<file path="src/rtl/serial_adder_pkg.sv">
// Shared types and helpers for the bit-serial adder.
package serial_adder_pkg;

  typedef enum logic [1:0] {
    IDLE = 2'd0,
    RUN  = 2'd1,
    DONE = 2'd2
  } state_t;

  // Bit count of the slice counter; a 1-bit counter is kept even for WIDTH=1.
  function automatic int cnt_width(input int width);
    return (width <= 1) ? 1 : $clog2(width);
  endfunction

endpackage

</file>
<file path="src/rtl/serial_adder_fac.sv">
// Single-bit full-adder cell: z = x ^ y ^ ci, co = majority(x, y, ci).
module fac (
  input  logic x,
  input  logic y,
  input  logic ci,
  output logic z,
  output logic co
);

  assign z  = x ^ y ^ ci;
  assign co = (x & y) | (x & ci) | (y & ci);

endmodule

</file>
<file path="src/rtl/serial_adder.sv">
// Bit-serial WIDTH-bit adder with start/ready/done handshake, LSB first.
// Defining SERIAL_ADDER_OVF_EN adds the signed-overflow output ovf.
module serial_adder
  import serial_adder_pkg::*;
#(
  parameter int WIDTH = 8
) (
  input  logic             clk,
  input  logic             rst,
  input  logic             start,
  input  logic [WIDTH-1:0] a,
  input  logic [WIDTH-1:0] b,
  input  logic             ci,
  output logic             ready,
  output logic             busy,
  output logic             done,
  output logic [WIDTH-1:0] sum,
  output logic             co
`ifdef SERIAL_ADDER_OVF_EN
  ,
  output logic             ovf
`endif
);

  localparam int CW = cnt_width(WIDTH);

  state_t           state;
  state_t           state_next;
  logic             accept;
  logic             last;
  logic [WIDTH-1:0] sa;
  logic [WIDTH-1:0] sb;
  logic [WIDTH-1:0] ps;
  logic [WIDTH-1:0] ps_next;
  logic             c;
  logic [CW-1:0]    cnt;
  logic             s;
  logic             cout;

  fac u_fac (
    .x  (sa[0]),
    .y  (sb[0]),
    .ci (c),
    .z  (s),
    .co (cout)
  );

  assign last  = (cnt == CW'(WIDTH - 1));
  assign ready = (state == IDLE);
  assign busy  = (state == RUN);
  assign done  = (state == DONE);

  // NOTE: every signal written here gets a default first, so no path leaves it unassigned and no latch is inferred.
  always_comb begin
    state_next = state;
    accept     = 1'b0;
    case (state)
      IDLE: begin
        if (start) begin
          accept     = 1'b1;
          state_next = RUN;
        end
      end
      RUN:     if (last) state_next = DONE;
      DONE:    state_next = IDLE;
      default: state_next = IDLE;
    endcase
  end

  // Shifting right and then overwriting the MSB also covers WIDTH=1 cleanly.
  always_comb begin
    ps_next            = ps >> 1;
    ps_next[WIDTH-1]   = s;
  end

  // NOTE: state registers use non-blocking assignments so all flops update from the same pre-edge values.
  always_ff @(posedge clk) begin
    if (rst) state <= IDLE;
    else     state <= state_next;
  end

  always_ff @(posedge clk) begin
    if (rst) begin
      sa  <= '0;
      sb  <= '0;
      ps  <= '0;
      c   <= 1'b0;
      cnt <= '0;
      sum <= '0;
      co  <= 1'b0;
`ifdef SERIAL_ADDER_OVF_EN
      ovf <= 1'b0;
`endif
    end else if (accept) begin
      sa  <= a;
      sb  <= b;
      c   <= ci;
      cnt <= '0;
    end else if (state == RUN) begin
      sa <= sa >> 1;
      sb <= sb >> 1;
      ps <= ps_next;
      c  <= cout;
      if (last) begin
        // Result registers move only here, so they hold through IDLE and the next RUN.
        sum <= ps_next;
        co  <= cout;
`ifdef SERIAL_ADDER_OVF_EN
        ovf <= c ^ cout;
`endif
      end else begin
        cnt <= cnt + CW'(1);
      end
    end
  end

endmodule
</file>
<file path="config.mk">
export PLATFORM = sky130hd
export DESIGN_NAME = serial_adder
export DESIGN_NICKNAME = d
export VERILOG_FILES = /design/src/rtl/serial_adder_pkg.sv /design/src/rtl/serial_adder_fac.sv /design/src/rtl/serial_adder.sv
export SDC_FILE = /design/constraint.sdc
export NUM_CORES = 1
export LEC_CHECK = 0
export CORE_ASPECT_RATIO = 1.75
export CORE_UTILIZATION = 57
export CTS_BUF_LIST = sky130_fd_sc_hd__clkbuf_2
export DETAILED_ROUTE_END_ITERATION = 12
export GPL_ROUTABILITY_DRIVEN = 0
export HOLD_SLACK_MARGIN = 0.15
export PLACE_DENSITY = 0.87
export SLEW_MARGIN = 30
export SYNTH_ARGS = -nofsm -noshare
export SYNTH_HDL_FRONTEND = slang
export SYNTH_HIERARCHICAL = 1
export SYNTH_SLANG_ARGS = --single-unit
</file>
<file path="constraint.sdc">
create_clock -name clk -period 4.1 [get_ports clk]
set_input_delay 1.23 -clock clk [delete_from_list [all_inputs] [get_ports clk]]
set_output_delay 1.23 -clock clk [all_outputs]
set_load 0.02 [all_outputs]
</file>
==> impl_metrics.yaml, run 1 <==
worst_setup_path:
  worstSetupPathType: "reg2out"
  worstSetupStartpointType: "flop"
  crit_arrival_ns: 2.41
  endpoint_kind: "output port"
  cp.required_ns: 2.87
  path_max_fanout: 28
sta:
  worst_slack_ns: 0.4632
  slew_violations: 0
  rsz0062_at_grt: "false"
  hold_violations: 0
  tightest_slew_ns: 0.6939
  relSlewSlack_pct: 53.69
  fin_tns_setup_ns: 0
  hold_ws_ns: 0.4680
  fin_crit_sh_pct: 88.70
  fmax_mhz: 275.0
  finClkSkew_ns: 0.007154
  fin_crit_ns: 3.637
  setup_viol: 0
cells_and_area:
  diodes: 0
  most-common-layout-cells: "dfxtp_1, nand2_1, a21oi_1, clkdlybuf4s50_1, nor2_1"
  areaGrowthSynthToFinish_pct: 20.79
  fin_nets: 237
  layout_commonest_cell: "dfxtp_1"
  final_util_pct: 72.98
  drive_gt1_share_pct: 8.837
clock_tree:
  cts_tree: "done"
  cts_buffers: 5
  post_cts.repair.setup_buffers: 0
  htree_levels: 2
  insertion_delay_ns: 0.39
  path_clk_slew_ns: 0.20
  clk_path_buf_depth: 2
  cts.sinks: 38
  post_cts_resized: 0
  clock-root-buffer: "clkbuf_2"
  cts_hold_repair.buffers: 0
placed_design:
  dp_worst_setup_slack_ns: 0.8936
  hpwlAfterDp_um: 2233
  io_buffer_count: 31
die:
  die_w_um: 42.37
  rows: 25
  core-area_mm2: 0.002690
  die_y_um: 72.64
  start_util_pct: 60.42
  dieArea_mm2: 0.003077
  pin_count: 32
power_and_ir_drop:
  switching_share_pct: 26.29
  seq_power_share_pct: 55.1
  p_leak_nw: 0.6966
  power.share.clock_pct: 31.5
  combPwrFrac_pct: 13.4
  ir_drop_v: 0.0003497
  switchingPower_mw: 0.1917
  power_mw: 0.7290
  p_int_mw: 0.5373
  power.density_mw_per_mm2: 371.3
global_routing:
  antenna_found_initial: 0
  grt_max_degree: 39
  grt_use_total_pct: 22.91
  grt_pass1_wl_um: 5430
  grt_pass1_vias: 1303
  overflow: 0
detailed_routing:
  vias: 1377
  drcViolationCount: 0
  drt_iter0_drc: 47
  wl_per_cell_um: 12.94
  wl_um: 3131
  dr.pass1.iters: 4
  drtAntennaViolNets: 0
  vias_per_cell: 5.690
logic_synthesis:
  synthCells: 189
  synth_seq_cells: 38
  ys_types: 26
  avgSynthCellArea_um2: 8.600
  yosysSeqAreaShare_pct: 46.81
  ys_warn_count: 6
  syn_nets: 212
  synth_area_mm2: 0.001625
outcome:
  status: "completed"
flow_run:
  maxCapViolations: 0
worst_hold_path:
  hold_class: "reg2reg"
[metrics by stage]
| step | cells | area, um^2 |
|---|---|---|
| detailed placement | 234 | 1893 |
| global placement | 234 | 1893 |
| global route | 242 | 1963 |
| floorplan | 189 | 1625 |
| finish | 242 | 1963 |
| CTS | 242 | 1963 |
[sequential cells by signal, summed over array words and instances (netlist names)]
name,count
sa,8
sum,8
co,1
sb,8
ps,7
c,1
state,2
cnt,3
[power groups by stage]
stage / combinational, mW / sequential, mW / clock [mW]
after floorplan: 0.0716 / 0.404 / 0
after global placement: 0.0948 / 0.408 / 0
after detailed placement: 0.0977 / 0.409 / 0
after CTS: 0.0985 / 0.402 / 0.237
after global routing: 0.108 / 0.405 / 0.247
final: 0.0977 / 0.402 / 0.229
[critical path, stage by stage (launching register included)]
cell and delay (ns):
dfxtp_1 0.69, nand2b_4 0.25, inv_2 0.38, clkdlybuf4s50_1 0.69
[Yosys cell counts, drive strengths merged]
cell type | n | area [um^2]
nor3b | 2 | 37.54
ha | 2 | 25.02
clkbuf | 5 | 22.52
a21oi | 32 | 160.2
nand3 | 10 | 50.05
buf | 9 | 61.30
nand2b | 4 | 32.53
nor2b | 1 | 6.260
o21ba | 1 | 10.01
dfxtp | 38 | 760.7
nand2 | 36 | 135.1
mux2i | 3 | 30.03
xnor2 | 1 | 8.760
nor2 | 20 | 75.07
nor3 | 6 | 30.03
inv | 1 | 3.750
fa | 1 | 20.02
or3b | 4 | 35.03
a211oi | 12 | 110.1
nand3b | 1 | 11.26
[layer usage]
metal | routed length, um | up-vias | GRT usage, %
li1 | - | 693 | -
met1 | 1182 | 638 | 24.37
met2 | 1734 | 36 | 40.00
met3 | 122 | 10 | 5.198
met4 | 93 | 0 | 14.24
met5 | 0 | - | 0
[kinds of logic after synthesis]
| logic type | count (synthesis) | synth area share (%) |
|---|---|---|
| and+or+nand+nor | 84 | 25.40 |
| AOI/OAI and AO/OA | 45 | 17.24 |
| DFF | 38 | 46.81 |
| buffers and inverters | 15 | 5.388 |
| muxes | 3 | 1.848 |
| adders and majority gates | 3 | 2.771 |
| xor gates and xnor gates | 1 | 0.5390 |
[final timing paths]
path,startpoint,to,slack [ns],cells past startpoint
worst max-delay path,state[0],busy,0.46,3
worst min-delay path,sum[0],sum[0],0.47,2
worst max register to register,state[0],sb[6],2.36,4
worst min register to register,sum[0],sum[0],0.47,2
[layout make-up]
cell class                 count  area [um^2]
clock buffer                   5        25.02
clock inverter                 3        45.04
fill                         212        726.9
inverter                       1        3.754
multi-input combinational    136        777.0
sequential                    38        760.7
tap                           27        33.78
timing repair buffer          32        317.8
No activity file was read; power rests on OpenSTA's default activity.
==> run 2, diff against run 1 <==
--- a/config.mk
+++ b/config.mk
@@ -10,7 +10,7 @@
 export CTS_BUF_LIST = sky130_fd_sc_hd__clkbuf_2
 export DETAILED_ROUTE_END_ITERATION = 12
 export GPL_ROUTABILITY_DRIVEN = 0
-export HOLD_SLACK_MARGIN = 0.15
+export HOLD_SLACK_MARGIN = 0.06
 export PLACE_DENSITY = 0.87
 export SLEW_MARGIN = 30
 export SYNTH_ARGS = -nofsm -noshare
==> results of run 2 <==
Same layout as run 1: the final DEF is identical, and so are final timing and power.
